--- src/rtl/rv32i_run_pkg.sv ---
// rv32i_run_pkg: shared state/status encodings and default constants for the run controller
package rv32i_run_pkg;
    typedef enum logic [1:0] {IDLE, HOLD, RUN, DONE} state_t;
    typedef enum logic [1:0] {NONE, HALT, TOHOST, TIMEOUT} status_t;
    localparam logic [31:0] DEF_HALT_INSTR  = 32'h0000_006F;
    localparam logic [31:0] DEF_TOHOST_ADDR = 32'h0000_00FC;
endpackage

--- src/rtl/run_halt_detect.sv ---
// run_halt_detect: flags a core spinning on the halt instruction at an unchanged PC
module run_halt_detect import rv32i_run_pkg::*; #(
    parameter logic [31:0] HALT_INSTR  = DEF_HALT_INSTR,
    parameter int          HALT_REPEAT = 2
) (
    input  logic        clk,
    input  logic        rst_n,
    input  logic        en,
    input  logic [31:0] pc,
    input  logic [31:0] instr,
    output logic        halt_hit
);
    localparam int SW = $clog2(HALT_REPEAT + 1);

    logic [31:0]   prev_pc;
    logic          prev_valid;
    logic [SW-1:0] streak;
    logic          match;

    // prev_valid drops outside RUN so the first RUN cycle never compares against a stale PC
    assign match    = en && prev_valid && instr == HALT_INSTR && pc == prev_pc;
    assign halt_hit = match && streak == SW'(HALT_REPEAT - 1);

    // track previous PC and the length of the current halt streak
    always_ff @(posedge clk or negedge rst_n) begin
        if (!rst_n) begin
            prev_pc    <= '0;
            prev_valid <= 1'b0;
            streak     <= '0;
        end else begin
            prev_pc    <= pc;
            prev_valid <= en;
            streak     <= match ? streak + 1'b1 : '0;
        end
    end
endmodule

--- src/rtl/rv32i_run_ctrl.sv ---
// rv32i_run_ctrl: sequences core reset, runs the core and detects halt, tohost store or timeout
module rv32i_run_ctrl import rv32i_run_pkg::*; #(
    parameter int          RST_HOLD_CYCLES = 2,
    parameter int          MAX_CYCLES      = 60,
    parameter int          CNT_W           = 16,
    parameter logic [31:0] HALT_INSTR      = DEF_HALT_INSTR,
    parameter int          HALT_REPEAT     = 2,
    parameter logic [31:0] TOHOST_ADDR     = DEF_TOHOST_ADDR
) (
    input  logic             clk,
    input  logic             rst_n,
    input  logic             start_i,
    input  logic             abort_i,
    input  logic [31:0]      pc_i,
    input  logic [31:0]      instr_i,
    input  logic             dmem_we_i,
    input  logic [31:0]      dmem_addr_i,
    input  logic [31:0]      dmem_wdata_i,
    output logic             cpu_rst_o,
    output logic             running_o,
    output logic             done_o,
    output logic [1:0]       status_o,
    output logic [31:0]      result_o,
    output logic [CNT_W-1:0] cycle_cnt_o
);
    localparam int               HW        = $clog2(RST_HOLD_CYCLES + 1);
    localparam logic [HW-1:0]    HOLD_LAST = HW'(RST_HOLD_CYCLES - 1);
    localparam logic [CNT_W-1:0] CNT_LAST  = CNT_W'(MAX_CYCLES == 0 ? 0 : MAX_CYCLES - 1);

    state_t        state, next;
    status_t       cause;
    logic          launch, halt_hit, tohost_hit, timeout_hit;
    logic [HW-1:0] hold_cnt;

    assign tohost_hit  = dmem_we_i && dmem_addr_i == TOHOST_ADDR;
    assign timeout_hit = MAX_CYCLES != 0 && cycle_cnt_o == CNT_LAST;

    run_halt_detect #(
        .HALT_INSTR  (HALT_INSTR),
        .HALT_REPEAT (HALT_REPEAT)
    ) u_halt (
        .clk      (clk),
        .rst_n    (rst_n),
        .en       (state == RUN),
        .pc       (pc_i),
        .instr    (instr_i),
        .halt_hit (halt_hit)
    );

    // next state and end-cause selection; abort overrides everything, including start
    always_comb begin
        next   = state;
        launch = 1'b0;
        cause  = tohost_hit ? TOHOST : halt_hit ? HALT : timeout_hit ? TIMEOUT : NONE;
        case (state)
            IDLE, DONE: begin
                launch = start_i;
                next   = start_i ? HOLD : state;
            end
            HOLD: next = hold_cnt == HOLD_LAST ? RUN : HOLD;
            RUN:  next = cause != NONE ? DONE : RUN;
        endcase
        if (abort_i) begin
            next   = IDLE;
            launch = 1'b0;
        end
    end

    // state register
    always_ff @(posedge clk or negedge rst_n) begin
        if (!rst_n) state <= IDLE;
        else        state <= next;
    end

    // registered outputs, hold counter, run counter and end-of-run capture
    always_ff @(posedge clk or negedge rst_n) begin
        if (!rst_n) begin
            cpu_rst_o   <= 1'b1;
            running_o   <= 1'b0;
            done_o      <= 1'b0;
            status_o    <= NONE;
            result_o    <= '0;
            cycle_cnt_o <= '0;
            hold_cnt    <= '0;
        end else begin
            cpu_rst_o <= next != RUN;
            running_o <= next == RUN;
            done_o    <= next == DONE;
            hold_cnt  <= state == HOLD && next == HOLD ? hold_cnt + 1'b1 : '0;
            if (abort_i) begin
                status_o <= NONE;
                result_o <= '0;
            end else if (launch) begin
                status_o    <= NONE;
                result_o    <= '0;
                cycle_cnt_o <= '0;
            end else if (state == RUN) begin
                cycle_cnt_o <= &cycle_cnt_o ? cycle_cnt_o : cycle_cnt_o + 1'b1;
                status_o    <= cause;
                if (cause == TOHOST) result_o <= dmem_wdata_i;
            end
        end
    end
endmodule

--- config.mk ---
export PLATFORM = sky130hd
export DESIGN_NAME = rv32i_run_ctrl
export DESIGN_NICKNAME = d
export VERILOG_FILES = /design/src/rtl/rv32i_run_pkg.sv /design/src/rtl/run_halt_detect.sv /design/src/rtl/rv32i_run_ctrl.sv
export SDC_FILE = /design/constraint.sdc
export NUM_CORES = 1
export LEC_CHECK = 0
export CELL_PAD_IN_SITES_DETAIL_PLACEMENT = 0
export CELL_PAD_IN_SITES_GLOBAL_PLACEMENT = 1
export CORE_MARGIN = 2
export CORE_UTILIZATION = 33
export DETAILED_ROUTE_END_ITERATION = 16
export GPL_ROUTABILITY_DRIVEN = 0
export GPL_TIMING_DRIVEN = 0
export PLACE_DENSITY = 0.9
export SLEW_MARGIN = 10
export SYNTH_ARGS = -nofsm -noshare
export SYNTH_HDL_FRONTEND = slang
export SYNTH_SLANG_ARGS = --single-unit
--- constraint.sdc ---
create_clock -name clk -period 2.8 [get_ports clk]
set_input_delay 0.56 -clock clk [delete_from_list [all_inputs] [get_ports clk]]
set_output_delay 0.56 -clock clk [all_outputs]
set_load 0.005 [all_outputs]
==> run summary <==
The floorplan step set the die height to 116 um. For this design the static power due to leakage is 2.61 nW. The H-tree depth came out at 3. Ranked by total cell area, the synthesized netlist is headed by dfrtp_1 (55%), nand2_1 (6.6%), xnor2_1 (5.3%), a21oi_1 (4.7%), xor2_1 (4.0%). The design draws 3.45 mW. The critical path goes through clkdlybuf4s50_1, nor4_2, nand4_1, nor4_1, nand3_1, or2_1, a211oi_1. The startpoint identified for the worst register-to-register timing path is state[0].

The run gives 0 as the synthesis warning total. Clock latency on the worst-skew pair: 0.34 ns. Leaving out fill and tap cells, the most frequent cell in the layout is clkdlybuf4s50_1. For this run, the leading register cell type out of synthesis is dfrtp_1. The count of flip-flops with a built-in enable after synthesis is 0.

The first global-routing pass estimated 17900 um of wire. The final routed wirelength across all metal layers was 11000 um. The tree built by TritonCTS fans out to 92 sinks. Measured along the x axis, the die boundary spans 116 um.

The run gives 0 as the antenna violation net count after detailed routing. Power spread over the standard cell area amounts to 523 mW/mm2. The fraction of synthesized cell area taken by the top area cell type was 54.8%; the number of nets produced by synthesis was 536.

From synthesis to final layout, the design area changed by 58.6%. The critical path is of the in2reg type. In the final layout, the share of cells above drive strength 1 is 5.50%. The part of the cycle the worst path needs works out to 88.0%. In the layout the commonest cells are clkdlybuf4s50_1 (184), dfrtp_1 (91), nand2_1 (73). In the post-route analysis, the smallest setup slack over all paths is 0.335 ns.

After synthesis the netlist holds a flip-flop and latch count of 92. The maximum operating frequency came out at 406 MHz. The overall overflow remaining after global route was 0; the number of top-level design ports was 186.

The tools report the iteration-0 DRC count of the detailed router as 136. Setup repair after global routing left no endpoint under its margin. Mean post-synth cell area: 10.4 um2. The worst register-to-register path has a depth of 8. The headroom to the max-slew limit is 61.9%. The pre-antenna-repair detailed-routing pass consisted of 7 iterations.

For the clock buffer count from CTS, the log shows 9. The die covers 0.0135 mm2. The number of antenna violations at the first check in global routing was 0; the final critical delay including setup and external delays was 2.46 ns.

TritonCTS built the clock tree. After floorplanning, the core was sized to cover 0.0122 mm2. Between clock sinks in the finished design, the worst skew comes to 0.00493 ns. The worst-case clock buffer depth is 2, and the largest net degree at the start of global routing is 51. The number of port buffers works out to 185. Count of final setup violators: 0. The worst hold path belongs to the class in2async. STA classifies the critical path endpoint as a flop. Max-cap violations in this run came to 0.

The critical path starts at instr_i[9]. Along the worst path, the maximum fanout reaches 4. Cell family with the largest share of critical-path delay: simple AND/OR/NAND/NOR gates.

The run gives 0 as the final-report max-slew violation count. The number of antenna diodes in the final layout is 0. Final layout net count: 733. Post-synthesis cell type with the largest combined area: dfrtp_1. Hold repair after CTS inserted 0 buffers. The data arrival time of the worst path is 2.70 ns. Post-CTS timing repair inserted 0 buffers for setup. For the via count of the first global-routing pass, the log shows 3981. Number of gates resized after CTS: 0. For the total vias in the final route, the log shows 3704.

The cell area that synthesis handed to floorplanning was 0.00416 mm2. After detailed routing, the number of vias per cell comes to 4.82. The maximum single-stage delay on the critical path was 0.42 ns; the row count was 40.

The sum of net half-perimeters after detailed placement is 8800 um, and the worst slack after detailed placement is -0.0415 ns. For the final design utilization, the log shows 54.2%. The number of hold violations in the final report is 0, and the share of flip-flops with an asynchronous set or reset is 100%. For the pin with the worst max-slew slack, the measured transition is 0.572 ns. In this run the critical register-to-register path is captured at running_o. The required time of the critical path came out at 3.04 ns. The root buffer cell chosen for the clock tree is clkbuf_16. The count of mapped cells out of synthesis was 398; the peak ir drop on the vdd network was 319 uV.

Starting density of the core: 34.2%. Worst path buffer plus inverter count: 1. The worst setup path is launched from an input pin.

After clock tree synthesis, the clock-pin slew on the worst setup and hold paths is 0.07 ns. The post-detailed-route wirelength per cell was 14.4 um; the count of unique library cells instantiated by Yosys was 47. Setup slack on the worst reg-to-reg path comes out at 0.60 ns. The DRC violation count after routing was 0. The share of the Yosys chip area taken by registers is 55.4%. The flow ran to the end, and the final reports show no timing, DRC or antenna violations. In the global route stage, overall resource usage came out at 16.9%.

The slowest stage of the critical path is the nor4_1 cell.
==> stage by stage <==
stage / setup TNS [ns] / cell area (um2) / cells / hold slack, ns
finish: 0 / 6590 / 768 / 0.208
global placement: -196.62 / 6220 / 751 / 0.420
floorplan: 0 / 4160 / 398 / 0.264
CTS: 0 / 6590 / 768 / 0.227
detailed placement: -0.337 / 6240 / 752 / 0.426
global route: 0 / 6590 / 768 / 0.250
==> layout make-up <==
class	count	area, um2
Sequential cell	92	2300
Clock inverter	6	111
Multi-Input combinational cell	284	1760
Inverter	8	30.0
Clock buffer	10	239
Timing Repair Buffer	186	1880
Tap cell	168	210
Fill cell	1078	5570
Buffer	14	66.3
==> synth_stat cells, drive strengths merged (2+ instances only) <==
cell and count:
a211oi 2, nor2 22, inv 7, nand4b 4
nor2b 3, a31oi 3, nand3 8, nor4b 4
nand4 19, and3 2, nand2 73, and4 7
nor4 19, buf 6, and4b 2, or2 2
xnor2 25, xor2 19, ha 5, nand2b 3
and2 3, o21ai 2, nor3 7, clkbuf 8
nor4bb 2, dfrtp 91, a21oi 39
==> sequential cells by signal (all words and copies together), names as in the netlist <==
register,cells
done_o,1
u_halt.streak,2
u_halt.prev_valid,1
u_halt.prev_pc,32
cycle_cnt_o,16
running_o,1
result_o,32
cpu_rst_o,1
hold_cnt,2
status_o,2
state,2
==> worst max-delay path by stage <==
stage                                end  depth (start not counted)
after floorplan                running_o                          6
after CTS                   result_o[28]                          8
after detailed placement    result_o[28]                          8
after global routing        result_o[25]                          8
after global placement    cycle_cnt_o[8]                          1
final                             done_o                          7
==> cells by family (layout without fill, tap and decap cells) <==
group           after synthesis  in the layout  synth area share (%)
mux                           1              1                 0.241
simple gates                183            183                  23.9
xor+xnor                     44             44                  9.27
flops                        92             92                  55.4
compound gates               51             51                  7.32
buf+inv                      22            224                  2.32
fa+ha+maj                     5              5                  1.51
==> worst reg2reg max path: stages, from the launching register on <==
cell and delay (ns):
dfrtp_1 0.41, inv_1 0.07, ha_1 0.27, clkbuf_1 0.40, nand4_1 0.15, nor3_1 0.21, nand4_1 0.14, o21a_1 0.22
or2_1 0.23
==> layer usage <==
layer	wire (um)	global-route usage, %	share of wire [%]
met5	0	0	0
met1	4560	19.9	41
met2	5320	29.1	48
met4	277	7.30	2.5
met3	880	4.31	8.0
==> power by group <==
part	internal (mW)	switching (mW)
Combinational	0.331	0.289
Clock	0.896	0.500
Sequential	1.40	0.0367
Note: power is estimated with default switching activity, not from simulation.
